===== src/rtl/alsu_negative_flag_tracker.sv =====
// -----------------------------------------------------------------------------
// alsu_negative_flag_tracker
//
// Purpose:
//   Watches the result stream of an ALSU.
//   - Registers the negative flag that belongs to the current operation
//     (the adder or the decrementer flag, chosen by Sel).
//   - Registers a zero flag for the last captured Result.
//   - Keeps a sticky "a negative result was seen" flag.
//   - Keeps a saturating count of negative results.
//   A small three-state FSM (ACTIVE / SATURATED / FROZEN) decides when a
//   result may be captured and reports saturation and freeze status.
//
// Ports:
//   clk                            in   rising-edge clock
//   rst                            in   asynchronous active-high reset
//   Sel[3:0]                       in   ALSU operation select
//   Valid_In                       in   Sel/Result/flags describe a valid result
//   Result[WIDTH-1:0]              in   ALSU result word
//   Negative_Sign_Adder_Flag       in   adder negative flag
//   Negative_Sign_Decrementer_Flag in   decrementer negative flag
//   Freeze                         in   level request to stop capturing
//   Clear                          in   synchronous clear of sticky/count
//   Negative_Sign_Flag             out  negative flag of last capture
//   Zero_Flag                      out  last captured Result was zero
//   Valid_Out                      out  one-cycle pulse after a capture
//   Sticky_Negative_Flag           out  negative capture seen since Clear
//   Negative_Count[CNT_W-1:0]      out  saturating negative-capture count
//   Count_Saturated                out  FSM is in SATURATED
//   Frozen                         out  FSM is in FROZEN
// -----------------------------------------------------------------------------
module alsu_negative_flag_tracker #(
  parameter int         WIDTH   = 4,
  parameter int         CNT_W   = 8,
  parameter logic [3:0] ADD_SEL = 4'b0000,
  parameter logic [3:0] DEC_SEL = 4'b1100
) (
  input  logic             clk,
  input  logic             rst,
  input  logic [3:0]       Sel,
  input  logic             Valid_In,
  input  logic [WIDTH-1:0] Result,
  input  logic             Negative_Sign_Adder_Flag,
  input  logic             Negative_Sign_Decrementer_Flag,
  input  logic             Freeze,
  input  logic             Clear,
  output logic             Negative_Sign_Flag,
  output logic             Zero_Flag,
  output logic             Valid_Out,
  output logic             Sticky_Negative_Flag,
  output logic [CNT_W-1:0] Negative_Count,
  output logic             Count_Saturated,
  output logic             Frozen
);

  typedef enum logic [1:0] {
    ACTIVE    = 2'd0,
    SATURATED = 2'd1,
    FROZEN    = 2'd2
  } state_t;

  localparam logic [CNT_W-1:0] CNT_MAX = {CNT_W{1'b1}};

  state_t           state_q, state_d;
  logic             neg_q, neg_d;
  logic             zero_q, zero_d;
  logic             valid_q, valid_d;
  logic             sticky_q, sticky_d;
  logic [CNT_W-1:0] count_q, count_d;

  logic sel_flag;
  logic capture;

  // The decrementer code is checked first so it wins if both parameters
  // were ever set to the same code.
  always_comb begin
    sel_flag = 1'b0;
    if (Sel == DEC_SEL) begin
      sel_flag = Negative_Sign_Decrementer_Flag;
    end else if (Sel == ADD_SEL) begin
      sel_flag = Negative_Sign_Adder_Flag;
    end
  end

  // Freeze blocks capture on the very edge it is first seen, and FROZEN
  // also blocks capture on the edge that leaves it.
  assign capture = Valid_In && !Freeze && (state_q != FROZEN);

  // Datapath next-state: flags, sticky bit and saturating counter.
  // Clear beats a same-edge negative capture for sticky/count only.
  always_comb begin
    neg_d    = neg_q;
    zero_d   = zero_q;
    valid_d  = capture;
    sticky_d = sticky_q;
    count_d  = count_q;

    if (capture) begin
      neg_d  = sel_flag;
      zero_d = (Result == '0);
    end

    if (Clear) begin
      sticky_d = 1'b0;
      count_d  = '0;
    end else if (capture && sel_flag) begin
      sticky_d = 1'b1;
      if (count_q != CNT_MAX) begin
        count_d = count_q + 1'b1;
      end
    end
  end

  // FSM next-state. Decisions use count_d so that a same-edge Clear or
  // capture is already reflected in where the FSM lands.
  always_comb begin
    state_d = state_q;
    unique case (state_q)
      ACTIVE: begin
        if (Freeze) begin
          state_d = FROZEN;
        end else if (!Clear && (count_d == CNT_MAX)) begin
          state_d = SATURATED;
        end
      end
      SATURATED: begin
        if (Freeze) begin
          state_d = FROZEN;
        end else if (Clear) begin
          state_d = ACTIVE;
        end
      end
      FROZEN: begin
        if (!Freeze) begin
          state_d = (count_d == CNT_MAX) ? SATURATED : ACTIVE;
        end
      end
      default: state_d = ACTIVE;
    endcase
  end

  always_ff @(posedge clk or posedge rst) begin
    if (rst) begin
      state_q  <= ACTIVE;
      neg_q    <= 1'b0;
      zero_q   <= 1'b0;
      valid_q  <= 1'b0;
      sticky_q <= 1'b0;
      count_q  <= '0;
    end else begin
      state_q  <= state_d;
      neg_q    <= neg_d;
      zero_q   <= zero_d;
      valid_q  <= valid_d;
      sticky_q <= sticky_d;
      count_q  <= count_d;
    end
  end

  assign Negative_Sign_Flag   = neg_q;
  assign Zero_Flag            = zero_q;
  assign Valid_Out            = valid_q;
  assign Sticky_Negative_Flag = sticky_q;
  assign Negative_Count       = count_q;
  assign Count_Saturated      = (state_q == SATURATED);
  assign Frozen               = (state_q == FROZEN);

endmodule

===== config.mk =====
export PLATFORM = sky130hd
export DESIGN_NAME = alsu_negative_flag_tracker
export DESIGN_NICKNAME = d
export VERILOG_FILES = /design/src/rtl/alsu_negative_flag_tracker.sv
export SDC_FILE = /design/constraint.sdc
export NUM_CORES = 1
export LEC_CHECK = 0
export BUFFER_PORTS_ARGS = -buffer_cell sky130_fd_sc_hd__buf_2
export CORE_MARGIN = 2
export CORE_UTILIZATION = 51
export CTS_CLUSTER_DIAMETER = 80
export DETAILED_ROUTE_END_ITERATION = 8
export PLACE_DENSITY = 0.8
export SETUP_SLACK_MARGIN = 0.2
export SYNTH_ARGS = -nofsm -noshare
export SYNTH_HDL_FRONTEND = slang
export SYNTH_SLANG_ARGS = --single-unit

===== constraint.sdc =====
create_clock -name clk -period 3.1 [get_ports clk]
set_input_delay 0.62 -clock clk [delete_from_list [all_inputs] [get_ports clk]]
set_output_delay 0.62 -clock clk [all_outputs]
set_load 0.02 [all_outputs]

# Yosys cells after proc, flatten, opt, wreduce, memory -nomap -nowiden
# Index checks and enable logic that the tools add are counted.
[totals] register_bits=14 word_cells=41
[op_classes] addsub=1 eq_ne=9 muxes=14 reduce_logical=11
[ops] cell="two-way mux 8 bit" count=3
[ops] cell="two-way mux 2 bit" count=5
[ops] cell="adder 8 x 1 -> 8 bit (second input constant)" count=1
[ops] cell="== test 8 bit (second input constant)" count=1
[ops] cell="logical NOT 4 bit" count=2
[ops] cell="inequality test 8 bit (second input constant)" count=1
[ops] cell="inequality test 3 bit (second input constant)" count=2
[ops] cell="one-hot mux 2 bit (3 select lines)" count=1
[ops] cell="two-way mux 1 bit" count=5
[ops] cell="== test 4 bit (second input constant)" count=1
[ops] cell="logical AND 1 bit" count=4
[ops] cell="inequality test 2 bit (second input constant)" count=2
[ops] cell="AND reduction 3 bit" count=1
[ops] cell="== test 2 x 1 -> 1 bit (second input constant)" count=1
[ops] cell="== test 2 bit (second input constant)" count=1
[ops] cell="logical NOT 1 bit" count=2
[ops] cell="logical NOT 2 bit" count=1
[ops] cell="nonzero test 2 bit" count=1

# Longest topological paths before layout
# Gate-level depths: netlist (run 1).
[depth] word_depth=11 ltp_mapped=7

# Worst setup path after synthesis (run 1)
# No wires, ideal clock.
[synth_path] kind="input to register" startpoint="input Sel[3]" endpoint="register state_q[0]" setup_ns=0.122 t_arrival_ns=2.394 required_ns=2.978 setup_slack_ns=0.584 stages=6 path_cell_list="or3b_4 a2111o_1 nor4_2 mux2i_1 nor4_2 a32o_1"
[synth_via] elab_chain_len=10 word_cells_on_any_way=14
[synth_lines] item="start: declaration" line="40" text="input logic [3:0] Sel,"
[synth_lines] item="logical NOT 4 bit" line="80" text="end else if (Sel == ADD_SEL) begin"
[synth_lines] item="two-way mux 1 bit" line="80"
[synth_lines] item="two-way mux 1 bit *" line="78" text="if (Sel == DEC_SEL) begin"
[synth_lines] item="logical AND 1 bit *" line="106" text="end else if (capture && sel_flag) begin"
[synth_lines] item="two-way mux 8 bit *" line="106"
[synth_lines] item="two-way mux 8 bit *" line="103" text="if (Clear) begin"
[synth_lines] item="== test 8 bit *" line="122, 135"
[synth_lines] item="two-way mux 1 bit / logical AND 1 bit (equally long branches)" line="135, 122"
[synth_lines] item="two-way mux 2 bit / inequality test 3 bit (equally long branches)"
[synth_lines] item="one-hot mux 2 bit (3 select lines) / AND reduction 3 bit (equally long branches)"
[synth_lines] item="end signal: assignment" line="151" text="state_q <= state_d;"
[synth_lines] item="end: declaration" line="64" text="state_t state_q, state_d;"
# Mark *: on every way between the ends. The rest lies on a longest branch, timed or not. The select of a mux whose other input is x is not followed.
# A chain may end at the register's enable or synchronous reset.

# Worst setup path in the final report (run 1)
# Same ends and word-level chain as after synthesis.

==> flow_summary_export.csv, run 1 <==
group,metric,value,unit
critical_path,max_stage_delay,0.53,ns
floorplan,core,0.001489,mm^2
yosys,synthTopCellsByArea,"dfrtp_1 (44%), nor2_1 (5.6%), a2111oi_4 (3.4%)",
cells_and_area,design_area,992.2,um^2
critical_path,path_cells,"buf_2 -> or3b_4 -> a2111o_1 -> nor4_2 -> mux2i_1 -> nor4_2 -> a32o_1",
cts,cts_root_buffer,"clkbuf_4",
cells_and_area,fin_util,0.6664,
sta,slew_violations,0,
yosys,syn_area,803.3,um^2
cts,clk_latency,0.29,ns
sta,skew,0.01191,ns
cts,cts_setup_buffers,0,
floorplan,top_level_ports,29,
cells_and_area,diodes,0,
yosys,syn-num-nets,99,
cts,cts_sinks,14,
floorplan,start_util,0.5395,
sta,final-setup-viol-count,0,
route,postRouteAntennaNets,0,
cells_and_area,nFillCells,127,
cts,cts_resized,0,
route,drtPass1Iterations,5,
cts,hold_buffers,0,
cells_and_area,final_net_count,130,
yosys,yosys.area.top_type,"dfrtp_1",
yosys,synth_edf_count,0,
critical_path,cp_slowest_cell,"a2111o_1",
yosys,netlist.area_leader.share,0.4361,
outcome,status,"completed",
yosys,async_flop_share,1.000,
floorplan,chipWidth,43.69,um
cts,cts_max_level,1,
placement,place_congestion,0.9279,
cts,cts_tree,"done",
route,drc,0,
cts,cts_buffers,3,
critical_path,crit_top_cell,"nor4_2",
route,vias,750,
global_routing,grt_pass1_wl,3118,um
critical_path,crit_type,"in -> reg",
sta,rsz0062_at_grt,"no",
pwr,vdd_ir_drop_max,0.2594,mV
sta,fin_crit,2.439,ns
route,drt_iter0_markers,14,
cts,path_clk_slew,0.09,ns
yosys,ys_seq_area_frac,0.4361,
critical_path,critPathArrivalTime,2.62,ns
yosys,synthFlopType,"dfrtp_1",
floorplan,dieArea,0.001908,mm^2
min_path,min_path_type,"in -> async",
critical_path,start_kind,"input port",
yosys,synth.most_common_cell,"dfrtp_1",
route,via_per_inst,5.814,
global_routing,grt_pass1_vias,722,
cts,clk_path_buf_depth,2,
critical_path,endpoint_kind,"flop",
cells_and_area,syn_to_final_growth,23.52,%
yosys,yosys-top-cells-count,"dfrtp_1 (14), nor2_1 (12), nand2_1 (6), o21ai_0 (4)",
floorplan,die_h,43.69,um
floorplan,num_rows,14,
yosys,ys_seq_elements,14,
yosys,yosys_warnings,0,
sta,finalHoldViolations,0,
sta,max_freq,0.4101,GHz
sta,setup_tns,0,ns
run,max-cap-violations,0,
critical_path,crit_required,3.29,ns
yosys,syn_area_per_cell,9.678,um^2
global_routing,overflow,0,
global_routing,grtUsageTotal,0.2184,
pwr,powerDensity,355.5,mW/mm^2
critical_path,crit_fanout,7,
route,wirelength,1798,um
sta,maxSlewHeadroom,0.6319,
placement,dp_hpwl,1365,um
yosys,synth.distinct_cells,33,
yosys,syn_inst,83,
cells_and_area,drive_gt1_frac,0.3274,
placement,placed_area,955.9,um^2
sta,fin_crit_sh,0.7866,
pwr,leakage,0.0004776,uW
route,avgRoutedWirePerCell,13.94,um
placement,port_buffers,28,
global_routing,grt_max_degree,15,
sta,tightest_slew,0.5516,ns
global_routing,grt_antenna_before_repair,0,
==> logic make-up (layout without fill, tap and decap cells) <==
logic type	after synthesis	in the layout	synth area share
simple gates	43	43	0.3006
fa+ha+maj	1	1	0.01557
mux	3	3	0.03894
xor+xnor	3	3	0.03272
flops	14	14	0.4361
compound gates	16	16	0.1620
buf+inv	3	33	0.01402
==> critical path, delay by kind of cell <==
kind / cells / cell delay (ns)
and+or+nand+nor: 3 / 0.81
AOI/OAI and AO/OA: 2 / 0.78
muxes: 1 / 0.29
buffers and inverters: 1 / 0.11
==> metal layers <==
metal	GRT usage	routed length [um]	vias up
li1	-	-	363
met1	0.2807	742	350
met2	0.3618	897	32
met3	0.04167	134	5
met4	0.08485	24	0
met5	0	0	-
==> layout by cell type, fill, tap and decap left out, types with 2 or more instances in the layout <==
cell type  instances
nor2b_1            2
a22o_1             2
o21ai_0            4
nand2b_1           3
nor3_1             3
mux2i_1            2
a21oi_1            3
nand4_1            2
and3_1             3
a21boi_0           2
xnor2_1            2
nor4_2             2
clkbuf_4           3
buf_2             28
dfrtp_1           14
nand3_1            2
nor2_1            12
nand2_1            6
and2_1             2
==> cell type report <==
| type | count | area, um^2 | area share |
|---|---|---|---|
| multi-input combinational | 66 | 441.7 | 0.4451 |
| sequential | 14 | 350.3 | 0.3531 |
| timing repair buffer | 28 | 140.1 | 0.1412 |
| clock buffer | 4 | 36.28 | 0.03657 |
| tap | 16 | 20.02 | 0.02018 |
| inverter | 1 | 3.754 | 0.003783 |
==> where the power goes <==
group          switching [uW]  total (uW)  internal [uW]
Sequential               1.36         187            185
Combinational            19.0        31.7           12.7
Clock                    62.9         134           71.5
==> through the flow <==
stage / instances / hold slack [ns] / power (uW) / worst slack [ns]
2_1_floorplan: 83 / 0.4444 / 207.4 / 0.5841
4_1_cts: 129 / 0.3833 / 355.4 / 0.6585
3_3_place_gp: 125 / 0.4571 / 221.3 / 0.4183
3_5_place_dp: 125 / 0.4770 / 222.5 / 0.3534
6_report: 129 / 0.3583 / 352.7 / 0.6614
5_1_grt: 129 / 0.4304 / 366.3 / 0.5880
==> sequential cells by signal (all words and copies together), names as in the netlist <==
signal	count
Negative_Count	8
Negative_Sign_Flag	1
Sticky_Negative_Flag	1
Valid_Out	1
Zero_Flag	1
state_q	2
==> final timing paths <==
check                                             from                endpoint  slack, ns  cells past startpoint
hold / removal                                     rst  state_q[0]$_DFFE_PP0P_       0.36                      2
setup reg to reg           Negative_Count[0]$_DFF_PP0_  state_q[0]$_DFFE_PP0P_       1.01                      7
setup / recovery                                Sel[3]  state_q[0]$_DFFE_PP0P_       0.66                      7
max in group asynchronous                          rst   Zero_Flag$_DFFE_PP0P_       2.37                      2
hold reg to reg                 state_q[1]$_DFFE_PP0P_  state_q[1]$_DFFE_PP0P_       0.49                      1
min in group clk                state_q[1]$_DFFE_PP0P_  state_q[1]$_DFFE_PP0P_       0.49                      1
Note: power is estimated with default switching activity, not from simulation.
==> run 2: changes to the inputs <==
--- a/config.mk
+++ b/config.mk
@@ -7,10 +7,10 @@
 export LEC_CHECK = 0
 export BUFFER_PORTS_ARGS = -buffer_cell sky130_fd_sc_hd__buf_2
 export CORE_MARGIN = 2
-export CORE_UTILIZATION = 51
+export CORE_UTILIZATION = 43
 export CTS_CLUSTER_DIAMETER = 80
 export DETAILED_ROUTE_END_ITERATION = 8
-export PLACE_DENSITY = 0.8
+export PLACE_DENSITY = 0.72
 export SETUP_SLACK_MARGIN = 0.2
 export SYNTH_ARGS = -nofsm -noshare
 export SYNTH_HDL_FRONTEND = slang
==> constraint.sdc (replaced) <==
create_clock -name clk -period 2.11 [get_ports clk]
set_input_delay 0.422 -clock clk [delete_from_list [all_inputs] [get_ports clk]]
set_output_delay 0.422 -clock clk [all_outputs]
set_load 0.02 [all_outputs]
==> flow_summary_export.csv, run 2 (synthesized netlist as in run 1, its figures left out) <==
group,metric,value,unit
outcome,status,"completed",
sta,rsz0062_at_grt,"yes",
critical_path,crit_required,2.29,ns
pwr,leakage,0.0005453,uW
floorplan,chipWidth,47.22,um
pwr,vdd_ir_drop_max,0.2962,mV
route,avgRoutedWirePerCell,13.81,um
floorplan,core,0.001745,mm^2
cts,path_clk_slew,0.08,ns
sta,max_freq,0.4849,GHz
global_routing,top_usage_layer,"met2",
floorplan,num_rows,15,
cts,clk_path_buf_depth,2,
sta,slew_violations,0,
sta,fin_crit,2.062,ns
cts,cts_sinks,14,
critical_path,crit_fanout,5,
cells_and_area,layout_common_cells,"buf_2 (26), dfrtp_1 (14), nor2_1 (12)",
route,via_per_inst,5.493,
sta,fin_crit_sh,0.9774,
global_routing,grt_antenna_before_repair,0,
sta,final-setup-viol-count,0,
route,drtPass1Iterations,4,
global_routing,grt_pass1_wl,3139,um
route,drt_iter0_markers,46,
sta,whs,0.1760,ns
global_routing,overflow,0,
global_routing,grt_max_degree,15,
floorplan,start_util,0.4602,
run,max-cap-violations,0,
pwr,powerDensity,429.0,mW/mm^2
cts,cts_max_level,1,
placement,dp_hpwl,1507,um
cts,hold_buffers,0,
route,postRouteAntennaNets,0,
global_routing,use_met2,0.3676,
global_routing,use_met3,0.05769,
floorplan,dieArea,0.002230,mm^2
route,wirelength,2044,um
route,vias,813,
min_path,min_path_type,"in -> async",
sta,maxSlewHeadroom,0.6186,
sta,tightest_slew,0.5715,ns
cells_and_area,layout_commonest_cell,"buf_2",
global_routing,grtUsageTotal,0.2082,
route,drc,0,
cells_and_area,drive_gt1_frac,0.4146,
critical_path,r2r.worst_path.cells,7,
cts,clk_latency,0.28,ns
placement,port_buffers,28,
floorplan,die_h,47.22,um
cells_and_area,largest_reg_flops,8,
cells_and_area,diodes,0,
cts,cts_buffers,3,
critical_path,start_kind,"input port",
cells_and_area,design_area,0.001121,mm^2
global_routing,grt_pass1_vias,767,
floorplan,top_level_ports,29,
cts,cts_root_buffer,"clkbuf_4",
placement,place_congestion,0.9225,
sta,finalHoldViolations,0,
global_routing,use_met1,0.2293,
critical_path,critPathArrivalTime,2.24,ns
cells_and_area,final_net_count,141,
critical_path,endpoint_kind,"flop",
critical_path,crit_type,"in -> reg",
cells_and_area,syn_to_final_growth,39.56,%
placement,placed_area,0.001027,mm^2
cts,cts_tree,"done",
sta,skew,0.0008199,ns
[run 2: layout make-up]
class	instances	area [um^2]
well taps	25	31.28
inverters	1	3.754
repair buffers	39	235.2
flip-flops and latches	14	350.3
clock buffers	3	22.52
fillers	151	624.3
multi-input cells	66	478.0
[run 2: stage by stage]
| stage | util | cells | setup WS (ns) | TNS, ns | total power (uW) |
|---|---|---|---|---|---|
| after global routing | 0.6423 | 148 | -0.02240 | -0.02240 | 498.8 |
| after detailed placement | 0.5885 | 142 | -0.3078 | -0.5037 | 330.1 |
| after global placement | 0.5885 | 142 | -0.1830 | -0.2024 | 328.9 |
| after CTS | 0.6237 | 147 | 0.004858 | 0 | 480.4 |
| after floorplan | - | 83 | -0.01353 | -0.01353 | 304.7 |
| final | 0.6423 | 148 | 0.04772 | 0 | 480.9 |
[run 2: what timing repair did]
item | CTS | global route
pin swaps | 2 | 6
resized for setup | 4 | 5
setup buffers | 2 | 1
endpoints found under the hold margin | 0 | 0
endpoints found under the setup margin | 2 | 2
[run 2: routing by layer]
| metal | share of wire | up-vias |
|---|---|---|
| li1 | - | 385 |
| met1 | 0.42 | 375 |
| met2 | 0.47 | 46 |
| met3 | 0.088 | 7 |
| met4 | 0.022 | 0 |
| met5 | 0 | - |
[run 2: worst paths after layout]
path | from | to | slack, ns
worst max-delay path | Sel[3] | state_q[0]$_DFFE_PP0P_ | 0.05
worst min-delay path | rst | Negative_Count[6]$_DFF_PP0_ | 0.18
worst max register to register | state_q[0]$_DFFE_PP0P_ | state_q[0]$_DFFE_PP0P_ | 0.14
worst min register to register | state_q[1]$_DFFE_PP0P_ | state_q[1]$_DFFE_PP0P_ | 0.48
max in group asynchronous | rst | Negative_Sign_Flag$_DFFE_PP0P_ | 1.56
min in group clk | Clear | Negative_Count[6]$_DFF_PP0_ | 0.45
[run 2: worst max-delay path: stages]
cell	delay (ns)
buf_6	0.09
or3b_4	0.40
a2111o_1	0.49
nor4_4	0.20
mux2i_1	0.30
nor4_2	0.08
a32o_1	0.25
[run 2: where the power goes]
part	internal, uW	total, uW	switching (uW)
clock	66.4	154	87.2
sequential	272	274	1.78
combinational	24.3	53.4	29.1
total	363	481	118
==> run 3: changes to the inputs <==
--- a/config.mk
+++ b/config.mk
@@ -6,11 +6,13 @@
 export NUM_CORES = 1
 export LEC_CHECK = 0
 export BUFFER_PORTS_ARGS = -buffer_cell sky130_fd_sc_hd__buf_2
+export CELL_PAD_IN_SITES_DETAIL_PLACEMENT = 1
+export CELL_PAD_IN_SITES_GLOBAL_PLACEMENT = 1
 export CORE_MARGIN = 2
-export CORE_UTILIZATION = 43
+export CORE_UTILIZATION = 32
 export CTS_CLUSTER_DIAMETER = 80
 export DETAILED_ROUTE_END_ITERATION = 8
-export PLACE_DENSITY = 0.72
+export PLACE_DENSITY = 0.71
 export SETUP_SLACK_MARGIN = 0.2
 export SYNTH_ARGS = -nofsm -noshare
 export SYNTH_HDL_FRONTEND = slang
==> flow_summary_export.csv, run 3 (synthesized netlist as in run 1, its figures left out) <==
group,metric,value,unit
critical_path,crit_type,"in -> reg",
min_path,min_path_type,"in -> async",
pwr,netSwitchingPower,131.6,uW
floorplan,top_level_ports,29,
global_routing,grt_antenna_before_repair,0,
pwr,comb_power_share,0.103,
global_routing,grt_max_degree,15,
global_routing,grt_pass1_wl,3657,um
pwr,seqPwrFrac,0.513,
global_routing,grtUsageTotal,0.1811,
critical_path,r2r-start,"state_q[1]$_DFFE_PP0P_",
placement,place_congestion,0.7442,
cells_and_area,drive_gt1_frac,0.4365,
run,max-cap-violations,0,
sta,tightest_slew,0.5454,ns
sta,setup_ws,0.02835,ns
global_routing,grt_pass1_vias,813,
cells_and_area,diodes,0,
critical_path,r2r-end,"state_q[0]$_DFFE_PP0P_",
cells_and_area,final_net_count,143,
sta,final-setup-viol-count,0,
critical_path,crit_required,2.31,ns
cts,cts_root_buffer,"clkbuf_4",
pwr,pwr-share-clk,0.384,
route,drc,0,
sta,rsz0062_at_grt,"yes",
cells_and_area,largest_reg_flops,8,
cts,path_clk_slew,0.10,ns
route,avgRoutedWirePerCell,15.26,um
cells_and_area,design_area,0.001157,mm^2
critical_path,r2r.worst_path.cells,6,
floorplan,num_rows,18,
placement,dp_hpwl,1714,um
cts,cts_tree,"done",
route,drtPass1Iterations,4,
cells_and_area,syn_to_final_growth,44.08,%
route,postRouteAntennaNets,0,
critical_path,regToRegSetupSlack,0.14,ns
cts,cts_max_level,1,
pwr,leakage,0.0005641,uW
route,via_per_inst,5.179,
sta,skew,0.01164,ns
route,vias,808,
global_routing,overflow,0,
floorplan,start_util,0.3302,
critical_path,endpoint_kind,"flop",
route,drt_iter0_markers,10,
sta,fin_crit,2.082,ns
cts,clk_path_buf_depth,2,
route,wirelength,2380,um
sta,maxSlewHeadroom,0.6360,
floorplan,die_h,54.10,um
sta,whs,0.1452,ns
placement,pre_cts_slack,-0.2673,ns
pwr,vdd_ir_drop_max,0.4060,mV
pwr,switching_share,0.2464,
cts,cts_buffers,3,
floorplan,dieArea,0.002927,mm^2
outcome,status,"completed",
floorplan,core,0.002432,mm^2
sta,slew_violations,0,
cts,clk_latency,0.30,ns
cells_and_area,layout_commonest_cell,"buf_2",
sta,finalHoldViolations,0,
cts,cts_sinks,14,
cells_and_area,layout_common_cells,"buf_2 (26), dfrtp_1 (14), buf_4 (12)",
placement,placed_area,0.001049,mm^2
critical_path,crit_fanout,6,
pwr,powerDensity,461.6,mW/mm^2
critical_path,start_kind,"input port",
critical_path,critPathArrivalTime,2.28,ns
sta,fin_crit_sh,0.9866,
cells_and_area,fin_util,0.4758,
placement,port_buffers,28,
floorplan,chipWidth,54.10,um
pwr,p_total,534.2,uW
sta,max_freq,0.4804,GHz
pwr,internal_power,402.6,uW
[run 3: power by group through the flow]
stage / Clock [uW] / Sequential, uW / Combinational (uW)
final: 205 / 274 / 55.2
after global placement: 0 / 279 / 50.5
after CTS: 217 / 274 / 52.0
after floorplan: 0 / 283 / 21.4
after detailed placement: 0 / 280 / 51.9
after global routing: 223 / 275 / 61.6
[run 3: what timing repair did]
action,in CTS,in global routing
setup endpoints to repair,1,3
hold buffers,0,0
setup buffers,1,2
pin swaps,0,2
resized for setup,0,10
endpoints found under the hold margin,0,0
[run 3: how the worst max path moves through the flow]
| stage | start | endpoint | slack, ns |
|---|---|---|---|
| final | Sel[3] | state_q[0]$_DFFE_PP0P_ | 0.03 |
| after detailed placement | Sel[3] | state_q[0]$_DFFE_PP0P_ | -0.27 |
| after floorplan | Sel[3] | state_q[0]$_DFFE_PP0P_ | -0.01 |
| after CTS | Sel[3] | state_q[0]$_DFFE_PP0P_ | 0.004 |
| after global placement | Sel[3] | state_q[0]$_DFFE_PP0P_ | -0.23 |
| after global routing | Sel[3] | state_q[0]$_DFFE_PP0P_ | 0.001 |
[run 3: routing by layer]
metal,vias to the layer above,GRT usage,routed length (um),part of all wire
li1,392,-,-,-
met1,375,0.2110,1030,0.43
met2,35,0.3089,1124,0.47
met3,6,0.03333,137,0.058
met4,0,0.1042,88,0.037
met5,-,0,0,0
[run 3: worst max-delay path: stages]
cell	delay [ns]
buf_6	0.09
or3b_4	0.40
a2111o_1	0.51
nor4_4	0.24
mux2i_2	0.30
nor4_2	0.06
a32o_1	0.25
[run 3: cell type report]
cell class / instances / area (um^2)
inverter: 1 / 3.754
multi-input combinational: 66 / 475.5
tap: 30 / 37.54
timing repair buffer: 41 / 254.0
clock buffer: 4 / 36.28
sequential: 14 / 350.3
fill: 293 / 1275
[run 3: through the flow]
step	std cells	TNS, ns
2_1_floorplan	83	-0.01353
3_3_place_gp	149	-0.2505
3_5_place_dp	149	-0.3745
4_1_cts	154	0
5_1_grt	156	0
6_report	156	0
